### config.mk
export PLATFORM = sky130hd
export DESIGN_NAME = i8288_bus_ctrl_flat
export DESIGN_NICKNAME = d
export VERILOG_FILES = /design/src/rtl/i8088_bus_pkg.sv /design/src/rtl/i8288_bus_ctrl_if.sv /design/src/rtl/ready_sync.sv /design/src/rtl/i8288_bus_ctrl.sv /design/src/flat_wrapper.sv
export SDC_FILE = /design/constraint.sdc
export NUM_CORES = 1
export LEC_CHECK = 0
export BUFFER_PORTS_ARGS = -buffer_cell sky130_fd_sc_hd__buf_2
export CAP_MARGIN = 20
export CORE_MARGIN = 3
export CORE_UTILIZATION = 53
export DETAILED_ROUTE_END_ITERATION = 10
export GPL_TIMING_DRIVEN = 1
export PLACE_DENSITY = 0.83
export SETUP_SLACK_MARGIN = 0.02
export SLEW_MARGIN = 20
export SYNTH_ARGS = -nofsm -noshare
export SYNTH_HDL_FRONTEND = slang
export SYNTH_SLANG_ARGS = --single-unit
### constraint.sdc
create_clock -name CLK -period 2.3 [get_ports CLK]
set_input_delay 0.345 -clock CLK [delete_from_list [all_inputs] [get_ports CLK]]
set_output_delay 0.345 -clock CLK [all_outputs]
set_load 0.01 [all_outputs]
### src/rtl/i8088_bus_pkg.sv
// Shared types for the 8288-style bus controller: CPU status codes, FSM states,
// the registered output bundle and small cycle-classification helpers.
package i8088_bus_pkg;

    typedef enum logic [2:0] {
        ST_INTA    = 3'b000,
        ST_IOR     = 3'b001,
        ST_IOW     = 3'b010,
        ST_HALT    = 3'b011,
        ST_CODE    = 3'b100,
        ST_MEMR    = 3'b101,
        ST_MEMW    = 3'b110,
        ST_PASSIVE = 3'b111
    } status_e;

    typedef enum logic [2:0] {
        IDLE = 3'd0,
        T1   = 3'd1,
        T2   = 3'd2,
        TW   = 3'd3,
        T4   = 3'd4,
        HLT  = 3'd5
    } bus_state_e;

    localparam int unsigned MAX_WAIT = 32'd7;

    typedef struct packed {
        logic [19:0] addr;
        logic        ale;
        logic        mrdc_n;
        logic        mwtc_n;
        logic        amwc_n;
        logic        iorc_n;
        logic        iowc_n;
        logic        aiowc_n;
        logic        inta_n;
        logic        dt_r_n;
        logic        den;
        logic        busy;
    } ctrl_out_t;

    // Quiescent bus outputs; the latched address is carried through unchanged.
    function automatic ctrl_out_t idle_out(input logic [19:0] addr);
        ctrl_out_t o;
        o.addr    = addr;
        o.ale     = 1'b0;
        o.mrdc_n  = 1'b1;
        o.mwtc_n  = 1'b1;
        o.amwc_n  = 1'b1;
        o.iorc_n  = 1'b1;
        o.iowc_n  = 1'b1;
        o.aiowc_n = 1'b1;
        o.inta_n  = 1'b1;
        o.dt_r_n  = 1'b1;
        o.den     = 1'b0;
        o.busy    = 1'b0;
        return o;
    endfunction

    function automatic logic is_read(input status_e st);
        case (st)
            ST_INTA, ST_IOR, ST_CODE, ST_MEMR: return 1'b1;
            default:                           return 1'b0;
        endcase
    endfunction

    function automatic logic is_io(input status_e st);
        case (st)
            ST_IOR, ST_IOW: return 1'b1;
            default:        return 1'b0;
        endcase
    endfunction

    function automatic logic [2:0] wait_cnt(input int unsigned w);
        if (w > MAX_WAIT) begin
            return 3'd7;
        end else begin
            return 3'(w);
        end
    endfunction

endpackage

### src/rtl/i8288_bus_ctrl_if.sv
// CPU-side status/address/ready inputs and the controller's command outputs.
interface i8288_bus_ctrl_if;

    logic [2:0]  S2_S0_IN;
    logic [19:0] AD_IN;
    logic        READY_IN;
    logic [19:0] ADDR;
    logic        ALE;
    logic        MRDC_N;
    logic        MWTC_N;
    logic        AMWC_N;
    logic        IORC_N;
    logic        IOWC_N;
    logic        AIOWC_N;
    logic        INTA_N;
    logic        DT_R_N;
    logic        DEN;
    logic        READY_OUT;
    logic        BUSY;

    modport master (
        output S2_S0_IN, AD_IN, READY_IN,
        input  ADDR, ALE, MRDC_N, MWTC_N, AMWC_N, IORC_N, IOWC_N, AIOWC_N,
               INTA_N, DT_R_N, DEN, READY_OUT, BUSY
    );

    modport slave (
        input  S2_S0_IN, AD_IN, READY_IN,
        output ADDR, ALE, MRDC_N, MWTC_N, AMWC_N, IORC_N, IOWC_N, AIOWC_N,
               INTA_N, DT_R_N, DEN, READY_OUT, BUSY
    );

endinterface

### src/rtl/ready_sync.sv
// READY_IN synchronizer and wait-state counter. The output flop is also the
// second synchronizer stage, so READY_OUT follows READY_IN two edges later.
module ready_sync
    import i8088_bus_pkg::*;
(
    input  logic       clk,
    input  logic       rst_n,
    input  logic       ready_in,
    input  logic       load,
    input  logic [2:0] load_val,
    input  logic       dec,
    output logic       ready_out
);

    logic       sync1_r;
    logic       ready_r;
    logic [2:0] cnt_r;
    logic [2:0] cnt_nxt_s;

    // Counter next value: load on T2 entry, saturating decrement while in TW
    always_comb begin
        cnt_nxt_s = cnt_r;
        if (load) begin
            cnt_nxt_s = load_val;
        end else if (dec && (cnt_r != 3'd0)) begin
            cnt_nxt_s = cnt_r - 3'd1;
        end else begin
            cnt_nxt_s = cnt_r;
        end
    end

    // Synchronizer, counter and ready registers; ready is gated with the
    // counter value being registered on the same edge so that N wait states
    // add exactly N TW cycles
    always_ff @(posedge clk or negedge rst_n) begin
        if (!rst_n) begin
            sync1_r <= 1'b0;
            ready_r <= 1'b0;
            cnt_r   <= 3'd0;
        end else begin
            sync1_r <= ready_in;
            ready_r <= sync1_r & (cnt_nxt_s == 3'd0);
            cnt_r   <= cnt_nxt_s;
        end
    end

    assign ready_out = ready_r;

endmodule

### src/rtl/i8288_bus_ctrl.sv
// 8288-style bus controller: decodes CPU status into ALE, commands and
// transceiver control, with programmable wait states and ready handshake.
module i8288_bus_ctrl
    import i8088_bus_pkg::*;
#(
    parameter int unsigned MEM_WAIT = 32'd0,
    parameter int unsigned IO_WAIT  = 32'd1
)
(
    input  logic           CLK,
    input  logic           RESET_N,
    i8288_bus_ctrl_if.slave bus
);

    localparam logic [2:0] MEM_WAIT_C = wait_cnt(MEM_WAIT);
    localparam logic [2:0] IO_WAIT_C  = wait_cnt(IO_WAIT);

    bus_state_e state_r;
    bus_state_e nxt_state_s;
    status_e    cyc_r;
    status_e    nxt_cyc_s;
    status_e    status_s;
    ctrl_out_t  out_r;
    ctrl_out_t  nxt_out_s;
    logic       load_s;
    logic [2:0] load_val_s;
    logic       dec_s;
    logic       ready_s;

    assign status_s = status_e'(bus.S2_S0_IN);
    assign dec_s    = (state_r == TW);

    ready_sync u_ready_sync (
        .clk       (CLK),
        .rst_n     (RESET_N),
        .ready_in  (bus.READY_IN),
        .load      (load_s),
        .load_val  (load_val_s),
        .dec       (dec_s),
        .ready_out (ready_s)
    );

    // Next-state and next-output decode; the cycle type is only sampled in IDLE/T4
    always_comb begin
        nxt_state_s   = state_r;
        nxt_out_s     = out_r;
        nxt_cyc_s     = cyc_r;
        load_s        = 1'b0;
        load_val_s    = 3'd0;
        nxt_out_s.ale = 1'b0;
        case (state_r)
            IDLE, T4: begin
                nxt_out_s = idle_out(out_r.addr);
                if (status_s != ST_PASSIVE) begin
                    nxt_cyc_s        = status_s;
                    nxt_out_s.ale    = 1'b1;
                    nxt_out_s.addr   = bus.AD_IN;
                    nxt_out_s.dt_r_n = ~is_read(status_s);
                    nxt_state_s      = (status_s == ST_HALT) ? HLT : T1;
                end else begin
                    nxt_state_s = IDLE;
                end
            end
            T1: begin
                nxt_state_s   = T2;
                load_s        = 1'b1;
                load_val_s    = is_io(cyc_r) ? IO_WAIT_C : MEM_WAIT_C;
                nxt_out_s.den = 1'b1;
                case (cyc_r)
                    ST_INTA:          nxt_out_s.inta_n  = 1'b0;
                    ST_IOR:           nxt_out_s.iorc_n  = 1'b0;
                    ST_IOW:           nxt_out_s.aiowc_n = 1'b0;
                    ST_CODE, ST_MEMR: nxt_out_s.mrdc_n  = 1'b0;
                    ST_MEMW:          nxt_out_s.amwc_n  = 1'b0;
                    default:          nxt_out_s.den     = 1'b0;
                endcase
            end
            T2: begin
                nxt_state_s = TW;
                case (cyc_r)
                    ST_IOW:  nxt_out_s.iowc_n = 1'b0;
                    ST_MEMW: nxt_out_s.mwtc_n = 1'b0;
                    default: nxt_out_s.den    = out_r.den;
                endcase
            end
            TW: begin
                if (ready_s) begin
                    nxt_state_s = T4;
                    nxt_out_s   = idle_out(out_r.addr);
                end else begin
                    nxt_state_s = TW;
                end
            end
            HLT: begin
                nxt_out_s = idle_out(out_r.addr);
                if (status_s == ST_PASSIVE) begin
                    nxt_state_s = IDLE;
                end else begin
                    nxt_state_s = HLT;
                end
            end
            default: begin
                nxt_state_s = IDLE;
                nxt_out_s   = idle_out(out_r.addr);
            end
        endcase
        nxt_out_s.busy = (nxt_state_s != IDLE);
    end

    // State, latched cycle type and registered bus outputs
    always_ff @(posedge CLK or negedge RESET_N) begin
        if (!RESET_N) begin
            state_r <= IDLE;
            cyc_r   <= ST_PASSIVE;
            out_r   <= idle_out(20'h00000);
        end else begin
            state_r <= nxt_state_s;
            cyc_r   <= nxt_cyc_s;
            out_r   <= nxt_out_s;
        end
    end

    assign bus.ADDR      = out_r.addr;
    assign bus.ALE       = out_r.ale;
    assign bus.MRDC_N    = out_r.mrdc_n;
    assign bus.MWTC_N    = out_r.mwtc_n;
    assign bus.AMWC_N    = out_r.amwc_n;
    assign bus.IORC_N    = out_r.iorc_n;
    assign bus.IOWC_N    = out_r.iowc_n;
    assign bus.AIOWC_N   = out_r.aiowc_n;
    assign bus.INTA_N    = out_r.inta_n;
    assign bus.DT_R_N    = out_r.dt_r_n;
    assign bus.DEN       = out_r.den;
    assign bus.BUSY      = out_r.busy;
    assign bus.READY_OUT = ready_s;

endmodule
### src/flat_wrapper.sv
// flat-port wrapper written by rule: the top's interface ports become plain ports
module i8288_bus_ctrl_flat import i8088_bus_pkg::*;
#(
    parameter int unsigned MEM_WAIT = 32'd0,
    parameter int unsigned IO_WAIT  = 32'd1
)
  (CLK, RESET_N, bus_S2_S0_IN, bus_AD_IN, bus_READY_IN, bus_ADDR, bus_ALE, bus_MRDC_N, bus_MWTC_N, bus_AMWC_N, bus_IORC_N, bus_IOWC_N, bus_AIOWC_N, bus_INTA_N, bus_DT_R_N, bus_DEN, bus_READY_OUT, bus_BUSY);
  i8288_bus_ctrl_if bus_i ();
  input  logic CLK;
  input  logic RESET_N;
  input wire logic [$bits(bus_i.S2_S0_IN)-1:0] bus_S2_S0_IN;
  input wire logic [$bits(bus_i.AD_IN)-1:0] bus_AD_IN;
  input wire logic [$bits(bus_i.READY_IN)-1:0] bus_READY_IN;
  output wire logic [$bits(bus_i.ADDR)-1:0] bus_ADDR;
  output wire logic [$bits(bus_i.ALE)-1:0] bus_ALE;
  output wire logic [$bits(bus_i.MRDC_N)-1:0] bus_MRDC_N;
  output wire logic [$bits(bus_i.MWTC_N)-1:0] bus_MWTC_N;
  output wire logic [$bits(bus_i.AMWC_N)-1:0] bus_AMWC_N;
  output wire logic [$bits(bus_i.IORC_N)-1:0] bus_IORC_N;
  output wire logic [$bits(bus_i.IOWC_N)-1:0] bus_IOWC_N;
  output wire logic [$bits(bus_i.AIOWC_N)-1:0] bus_AIOWC_N;
  output wire logic [$bits(bus_i.INTA_N)-1:0] bus_INTA_N;
  output wire logic [$bits(bus_i.DT_R_N)-1:0] bus_DT_R_N;
  output wire logic [$bits(bus_i.DEN)-1:0] bus_DEN;
  output wire logic [$bits(bus_i.READY_OUT)-1:0] bus_READY_OUT;
  output wire logic [$bits(bus_i.BUSY)-1:0] bus_BUSY;
  assign bus_i.S2_S0_IN = bus_S2_S0_IN;
  assign bus_i.AD_IN = bus_AD_IN;
  assign bus_i.READY_IN = bus_READY_IN;
  assign bus_ADDR = bus_i.ADDR;
  assign bus_ALE = bus_i.ALE;
  assign bus_MRDC_N = bus_i.MRDC_N;
  assign bus_MWTC_N = bus_i.MWTC_N;
  assign bus_AMWC_N = bus_i.AMWC_N;
  assign bus_IORC_N = bus_i.IORC_N;
  assign bus_IOWC_N = bus_i.IOWC_N;
  assign bus_AIOWC_N = bus_i.AIOWC_N;
  assign bus_INTA_N = bus_i.INTA_N;
  assign bus_DT_R_N = bus_i.DT_R_N;
  assign bus_DEN = bus_i.DEN;
  assign bus_READY_OUT = bus_i.READY_OUT;
  assign bus_BUSY = bus_i.BUSY;
  i8288_bus_ctrl #(.MEM_WAIT(MEM_WAIT), .IO_WAIT(IO_WAIT)) u_core (.CLK(CLK), .RESET_N(RESET_N), .bus(bus_i));
endmodule
==> results.md, run 1 <==
* Largest net degree at the start of global routing at between 40 and 50
* DRC at 0
* Top post-synthesis cells by count: 31 x dfrtp_1, 20 x mux2_2, 15 x nand2_1
* Status: completed
* Synth-to-layout area growth at 18.3%
* Worst Path Required at approximately 2500 ps
* Grt ovf at 0
* Clock buffer count from CTS at 5
* DRT iter0 DRCs at between 90 and 100
* Post-CTS Setup Bufs at 0
* Hold Vio Cnt, Final at 0
* Number of buffers added on ports at 57
* Main flop type after synthesis: dfrtp_1
* First-pass GRT wire length at between 6000 and 7000 µm
* Post-CTS sizing at 0
* CP max stage delay at between 400 and 500 ps
* Post-synthesis sequential area ratio at around three fifths
* Syn_area_per_cell at approximately 13 µm²
* Total power at between 3 and 4 mW
* Row count at 20
* Routed wire per std cell at about 15 µm
* Max_cap viols at 0
* Initial DRT Pass Iterations at 4
* Post-synth EDFFs at 0
* Initial core utilization at 57.1%
* Die area at slightly above 4000 µm²
* Skew final at 12.5 ps
* CP Launch Type: flip-flop
* Post-synth net total at between 150 and 200
* Slew HR at about two fifths
* # clock sinks at 42
* Critical Path End Type: flip-flop
* Worst-path clk slew at between 100 and 150 ps
* # diodes at 0
* Dpl ws at 683 ps
* Slew @ Worst Pin at just under 900 ps
* Initial antenna violation count at 0
* Setup slack after layout at roughly 670 ps
* Mapped cell area at approximately 1800 µm²
* Vias in the first global route at roughly 1300
* Worst Path Arrival at between 1500 and 2000 ps
* Tot GR Track Use at between 10% and 20%
* Clock Path Buffers at 2
* Top-count cell post-synth: dfrtp_1
* Nets at 225
* Worst-skew pair later-pin latency at 340 ps
* I/O pin total at 58
* Ys async rst share at 100%
* Peak VDD IR at 751 µV
* Cell chain of the critical path: inv_1 -> ha_1 -> or3b_2 -> o22ai_1 -> a22o_1 -> nor4_2
* Synth Register Bits at 42
* Yosys cell types at 42
* Global placement routability congestion at 0.833
* Synth area leaders: dfrtp_1 43%, dfstp_2 16%, mux2_2 13%
* CTS tree: done
* Crit share post-route at between 70% and 80%
* WHS at between 100 and 150 ps
* Slowest-stage cell, CP: or3b_2
* DP HPWL at approximately 2700 µm
* Highest clock rate at around 0.6 GHz
* Vias/cell at between 5 and 6
* Pwr dens at between 1000 and 1500 nW/µm²
* Final WL at 3530 µm
* RSZ-0062 raised after global routing: no
* Top fanout value on the critical path at 3
* Via count at approximately 1300
* Hold_buf cts at 0
* Synth top area share at 43.1%
* CTS H-tree lvls at 2
* Leakage at slightly below 1 nW
* Share of post-route cells with drive strength above 1 at about 53%
* Critical path class: reg2reg
* Yosys warns at 0
* Max-slew violation count at 0
* Mapped Cells at 140
* Type of the worst min-delay path: in2async
* Die X at about 64 µm
* Core ar. at around 3200 µm²
* Sum Neg Setup Slack at 0 ps
* Die Ht at between 60 and 70 µm
* Min Tclk post-route at around 1600 ps
* Final core utilization at between 60% and 70%
* Root buffer cell: clkbuf_4
* Final setup fails at 0
* Detail Route Antenna Nets at 0
* Yosys top cell by area: dfrtp_1
## power breakdown
group | switching (mW) | internal [mW]
registers | 0.275 | 1.14
logic | 0.634 | 0.613
clock network | 0.225 | 0.121
## worst max-delay path: cells and delay by family (launching register included)
kind | cells | cell delay, ps
flip-flops | 1 | 410
buffers and inverters | 1 | 90
adder cells (fa/ha/maj) | 1 | 170
AND/OR/NAND/NOR | 2 | 510
AO/OA/AOI/OAI | 2 | 340
## registers in the layout, summed over array words and instances (netlist names), 3 cells and up
name / cells
u_core.cyc_r: 3
u_core.state_r: 3
u_core.u_ready_sync.cnt_r: 3
u_core.bus.ADDR: 20
## stage by stage
stage,area [µm²],instances
6_report,2130,242
5_1_grt,2130,242
4_1_cts,2130,242
3_5_place_dp,2080,234
3_3_place_gp,2080,234
2_1_floorplan,1800,140
## layout by cell type, fill, tap and decap left out, drive strengths merged
cell	Yosys	final
o41ai	2	2
clkinvlp	0	1
xnor2	1	1
a21o	1	1
or2b	1	1
nand3	4	4
and2	1	1
mux2	20	20
nand2	15	15
nor4	2	2
nand2b	1	1
or3b	1	1
o32ai	1	1
o31ai	2	2
nor3	3	3
o211a	1	1
buf	5	58
clkbuf	3	7
inv	6	6
o21ai	7	7
or2	1	1
a211oi	1	1
and3b	1	1
nand4	1	1
dfrtp	31	31
a21oi	2	2
nor2	4	4
a31oi	1	1
and3	1	1
dfstp	11	11
and2b	1	1
o32a	1	1
nor3b	1	1
ha	2	2
a22o	2	2
o22ai	2	2
## final cells by class
class,instances,area (µm²)
Tap cell,44,55.1
Timing Repair Buffer,58,293
Clock buffer,7,45.0
Fill cell,250,1020
Sequential cell,42,1060
Inverter,6,22.5
Multi-Input combinational cell,84,643
Clock inverter,1,7.51
## layer usage
| layer | routed length [µm] | vias up | share of wire (%) | GRT usage, % |
|---|---|---|---|---|
| met5 | 0 | - | 0 | 0 |
| met4 | 0 | 0 | 0 | 3.96 |
| met3 | 251 | 0 | 7.1 | 6.50 |
| met2 | 1820 | 43 | 52 | 33.4 |
| met1 | 1460 | 636 | 41 | 23.4 |
| li1 | - | 612 | - | - |
## path summary, 6_finish.rpt
path | start | endpoint | slack, ps | depth (start not counted)
worst max register to register | u_core.u_ready_sync.cnt_r[0] | u_core.u_ready_sync.ready_out | 670 | 6
max in group asynchronous | RESET_N | u_core.state_r[2] | 1640 | 1
min in group CLK | bus_READY_IN | u_core.u_ready_sync.sync1_r | 110 | 1
worst min-delay path | RESET_N | u_core.bus.DEN | 110 | 1
worst max-delay path | u_core.u_ready_sync.cnt_r[0] | u_core.u_ready_sync.ready_out | 670 | 6
worst min register to register | u_core.bus.AIOWC_N | u_core.bus.AIOWC_N | 480 | 2
## kinds of logic after synthesis
family / count (synthesis) / synth area share [%]
adders and majority gates: 2 / 1.39
AOI/OAI and AO/OA: 23 / 9.17
and+or+nand+nor: 38 / 12.2
xor gates and xnor gates: 1 / 0.486
DFF: 42 / 59.1
buffers and inverters: 14 / 5.21
muxes: 20 / 12.5
Power figures use the tool's default switching activity.
==> inputs of run 2 (changes only) <==
Settings changed: CORE_UTILIZATION 53 to 50, PLACE_DENSITY 0.83 to 0.79.
Clock period 2.3 ns to 1.62 ns, I/O delays scaled along.
==> run 2 against run 1 <==
Net effect: worst hold slack improved by 0.86 ps; global-route usage shrank 0.43 points; total power up 48%; critical path type unchanged; highest routed layer is now met4; largest power group unchanged; worst setup slack lost 550 ps.
==> results.md, run 2 (same netlist as run 1, synthesis figures left out) <==
* DRC at 0
* Final WL at approximately 3700 µm
* I/O pin total at 58
* Vias/cell at between 5 and 6
* Dpl ws at 22.6 ps
* Routed wire per std cell at between 10 and 15 µm
* Synth-to-layout area growth at 24.2%
* P_sw at around 1.7 mW
* Skew final at between 9 and 10 ps
* Status: completed
* Detail Route Antenna Nets at 0
* Total power at between 4 and 5 mW
* Die area at between 4000 and 5000 µm²
* Cell chain of the critical path: inv_2 -> ha_2 -> or3b_4 -> o22ai_2 -> a22o_1 -> nor4_2
* Worst Path Arrival at between 1500 and 2000 ps
* Max_cap viols at 0
* Top fanout value on the critical path at 3
* Clk network pwr share at a little under an eighth
* Sequential Power Share at around 45%
* Root buffer cell: clkbuf_4
* Pwr dens at a little under 2000 nW/µm²
* Row count at 21
* CTS tree: done
* Critical path class: reg2reg
* # clock sinks at 42
* Post-layout instance area at 2240 µm²
* Worst Path Required at 1860 ps
* CP Launch Type: flip-flop
* Initial antenna violation count at 0
* Initial DRT Pass Iterations at 4
* Tot GR Track Use at a little under a fifth
* Min Tclk post-route at between 1000 and 1500 ps
* Final setup fails at 0
* RSZ-0062 raised after global routing: no
* CTS H-tree lvls at 2
* Nets at approximately 230
* Crit share post-route at just over 90%
* Setup slack after layout at roughly 120 ps
* Clock buffer count from CTS at 5
* Largest net degree at the start of global routing at 23
* Int Power at around 2.8 mW
* Max reg flops at 20
* Critical Path End Type: flip-flop
* Highest clock rate at between 0.6 and 0.7 GHz
* DP HPWL at 2790 µm
* Leakage at 1.04 nW
* Slew @ Worst Pin at around 460 ps
* Die Ht at roughly 66 µm
* Worst-skew pair later-pin latency at ~360 ps
* Sum Neg Setup Slack at 0 ps
* Slew HR at 69.1%
* First-pass GRT wire length at approximately 6000 µm
* DP Area at 2120 µm²
* Share of post-route cells with drive strength above 1 at between 50 and 60%
* Sw Ratio at between 30% and 40%
* Global placement routability congestion at 0.805
* Worst-path clk slew at between 100 and 150 ps
* Max-slew violation count at 0
* Hold Vio Cnt, Final at 0
* Die X at approximately 66 µm
* Core ar. at around 3400 µm²
* DRT iter0 DRCs at just over 40
* Slowest-stage cell, CP: dfrtp_1
* Initial core utilization at 52.7%
* Peak VDD IR at between 900 and 1000 µV
* Vias in the first global route at about 1300
* Via count at 1304
* Grt ovf at 0
* Clock Path Buffers at 2
* CP max stage delay at slightly below 400 ps
* Most frequent cells in the layout: 57 x buf_2, 31 x dfrtp_1, 20 x mux2_2
* Number of buffers added on ports at 57
* # diodes at 0
* Type of the worst min-delay path: in2reg
* Most common cell after layout, fill and taps aside: buf_2
* Combinational share of power at approximately 44%
==> run 2: worst paths after layout <==
check | from | end | slack (ps) | cells past startpoint
worst max-delay path | u_core.u_ready_sync.cnt_r[0] | u_core.u_ready_sync.ready_out | 120 | 6
worst min-delay path | bus_AD_IN[14] | u_core.bus.ADDR[14] | 110 | 2
worst max register to register | u_core.u_ready_sync.cnt_r[0] | u_core.u_ready_sync.ready_out | 120 | 6
worst min register to register | u_core.bus.MRDC_N | u_core.bus.MRDC_N | 480 | 2
max in group asynchronous | RESET_N | u_core.bus.ADDR[4] | 630 | 3
min in group asynchronous | RESET_N | u_core.u_ready_sync.cnt_r[2] | 360 | 2
==> run 2: power groups by stage <==
stage               Combinational (mW)  Clock [mW]  Sequential (mW)
CTS                               1.90       0.519             1.97
detailed placement                1.86           0             1.99
global placement                  1.79           0             1.95
finish                            1.95       0.504             1.97
global route                      2.14       0.573             2.04
floorplan                         1.17           0             2.06
==> run 2: area by class of cell <==
| cell class | count | area (µm²) |
|---|---|---|
| fillers | 276 | 1180 |
| flip-flops and latches | 42 | 1060 |
| multi-input cells | 84 | 667 |
| repair buffers | 66 | 370 |
| well taps | 46 | 57.6 |
| clock buffers | 6 | 41.3 |
| inverters | 6 | 22.5 |
| clock inverters | 2 | 13.8 |
==> run 2: worst max-delay path: cells and delay by family (launching register included) <==
family | cells | cell delay (ps)
fa+ha+maj | 1 | 190
compound gates | 2 | 310
flops | 1 | 390
buf+inv | 1 | 70
simple gates | 2 | 430
==> run 2: repair_timing <==
action	CTS	global route
pin swaps	2	1
cloned	0	0
gates resized for setup	4	3
hold buffers	2	0
hold endpoints to repair	11	0
setup endpoints to repair	1	1
buffers inserted	1	1
==> run 2: stage by stage <==
stage | utilization [%] | hold slack, ps | cells
2_1_floorplan | - | -52.6 | 140
3_3_place_gp | 62.2 | 218 | 240
3_5_place_dp | 62.2 | 223 | 240
4_1_cts | 64.7 | 93.5 | 251
5_1_grt | 65.5 | 89.0 | 252
6_report | 65.5 | 108 | 252
==> run 2: metal layers <==
| metal | share of wire (%) | routed length, µm | track usage [%] |
|---|---|---|---|
| met1 | 41 | 1530 | 21.8 |
| met2 | 50 | 1860 | 31.9 |
| met3 | 7.0 | 257 | 6.97 |
| met4 | 1.0 | 38 | 6.85 |
| met5 | 0 | 0 | 0 |
==> inputs of run 3 (changes only) <==
Settings changed: CORE_ASPECT_RATIO set to 1.75, CTS_CLUSTER_DIAMETER set to 30.
==> run 3 against run 2 <==
Net effect: count of clock-buffer cells in the layout up 1; sequential power hardly changed; die area is 0.64% higher.
==> results.md, run 3 (same netlist as run 1, synthesis figures left out) <==
* Status: completed
* Via count at around 1300
* Tot GR Track Use at between 10% and 20%
* Share of post-route cells with drive strength above 1 at a little under three fifths
* Filler cell count at a little under 300
* Final setup fails at 0
* Final WL at roughly 3700 µm
* Worst Hold End: u_core.u_ready_sync.sync1_r
* # clock sinks at 42
* Peak VDD IR at 1250 µV
* Critical path class: reg2reg
* CTS H-tree lvls at 2
* Initial DRT Pass Iterations at 4
* CP Launch Type: flip-flop
* Die area at 4390 µm²
* Top fanout value on the critical path at 2
* Nets at approximately 230
* Largest net degree at the start of global routing at 24
* Core ar. at 3430 µm²
* Root buffer cell: clkbuf_8
* Most frequent cells in the layout: 57 x buf_2, 31 x dfrtp_1, 20 x mux2_2
* Worst Path Required at between 1500 and 2000 ps
* Hold wc startpoint: bus_READY_IN
* Total power at roughly 4.8 mW
* Max reg flops at 20
* Type of the worst min-delay path: in2reg
* Routed wire per std cell at between 10 and 15 µm
* Sum Neg Setup Slack at 0 ps
* Worst Path Arrival at around 1700 ps
* Clock buffer count from CTS at 5
* I/O pin total at between 50 and 60
* Hold Vio Cnt, Final at 0
* Final core utilization at between 60% and 70%
* Vias in the first global route at between 1000 and 1500
* R2R setup slack at slightly below 80 ps
* Fin cells at 250
* Pwr dens at 2070 nW/µm²
* Grt ovf at 0
* Most common cell after layout, fill and taps aside: buf_2
* Highest clock rate at ~0.65 GHz
* # diodes at 0
* Initial core utilization at 52.5%
* Critical Path End Type: flip-flop
* Clock Path Buffers at 2
* CTS tree: done
* Area taken by multi-input logic gates at 672 µm²
* Leakage at between 1 and 1.5 nW
* Skew final at approximately 8 ps
* DRT iter0 DRCs at 30
* Worst-skew pair later-pin latency at roughly 290 ps
* Detail Route Antenna Nets at 0
* Vias/cell at 5.28
* Max-slew violation count at 0
* Worst Hold Depth at 1
* Worst-path clk slew at roughly 80 ps
* Slew HR at between 60% and 70%
* Global placement routability congestion at 0.827
* Synth-to-layout area growth at 27.9%
* Inst Count DP at between 200 and 250
* R2r worst-path depth at 6
* Die Ht at 85.4 µm
* FF-to-FF Start: u_core.u_ready_sync.cnt_r[0]
* Register area at between 1000 and 1500 µm²
* Min Tclk post-route at 1540 ps
* Slew @ Worst Pin at about 480 ps
* Max_cap viols at 0
* RSZ-0062 raised after global routing: no
* Initial antenna violation count at 0
* Row count at 28
* Crit share post-route at 95.2%
* First-pass GRT wire length at between 6000 and 7000 µm
* DP HPWL at ~2900 µm
* Die X at roughly 51 µm
* Reg2reg end: u_core.u_ready_sync.ready_out
* Number of buffers added on ports at 57
* DRC at 0
## run 3: worst max-delay path, stage by stage, from the launching register on
cell     delay, ps
dfrtp_1        400
inv_2           90
ha_4           140
or3b_2         450
o22ai_2        110
a22o_1         180
nor4_2          60
## run 3: where the power goes
group	total [mW]	internal, mW	leakage [nW]	switching [mW]
sequential	1.98	1.62	0.483	0.368
clock	0.831	0.502	0.0585	0.329
combinational	1.95	0.977	0.524	0.976
## run 3: routing by layer
| metal | GRT usage [%] | routed length [µm] |
|---|---|---|
| met2 | 33.3 | 2090 |
| met5 | 0 | 0 |
| met3 | 4.39 | 192 |
| met1 | 20.8 | 1350 |
| met4 | 7.64 | 75 |
## run 3: worst max-delay path by stage
stage,start,to,cells after the start
5_1_grt,u_core.u_ready_sync.cnt_r[0],u_core.u_ready_sync.ready_out,6
3_3_place_gp,u_core.u_ready_sync.cnt_r[0],u_core.u_ready_sync.ready_out,6
6_report,u_core.u_ready_sync.cnt_r[0],u_core.u_ready_sync.ready_out,6
4_1_cts,u_core.u_ready_sync.cnt_r[0],u_core.u_ready_sync.ready_out,6
2_1_floorplan,u_core.u_ready_sync.cnt_r[0],u_core.u_ready_sync.ready_out,6
3_5_place_dp,u_core.u_ready_sync.cnt_r[0],u_core.u_ready_sync.ready_out,6
## run 3: per-stage QoR
stage | setup WS, ps | cell area [µm²] | hold slack (ps)
global route | 20.6 | 2300 | 40.1
CTS | 35.3 | 2280 | 50.6
finish | 77.8 | 2300 | 64.3
floorplan | 154 | 1800 | -52.6
global placement | 135 | 2140 | 209
detailed placement | 31.8 | 2140 | 227
## run 3: layout make-up
type / count / area share (%)
sequential: 42 / 46.2
multi-input combinational: 84 / 29.2
timing repair buffer: 65 / 16.2
clock buffer: 7 / 3.75
tap: 45 / 2.44
clock inverter: 1 / 1.30
inverter: 6 / 0.977
## run 3: what timing repair did
item,in CTS,in global routing
gates cloned,0,0
hold buffers,1,0
pin swaps,1,1
endpoints found under the setup margin,1,2
endpoints found under the hold margin,14,0
setup buffers,1,0
gates resized for setup,2,5
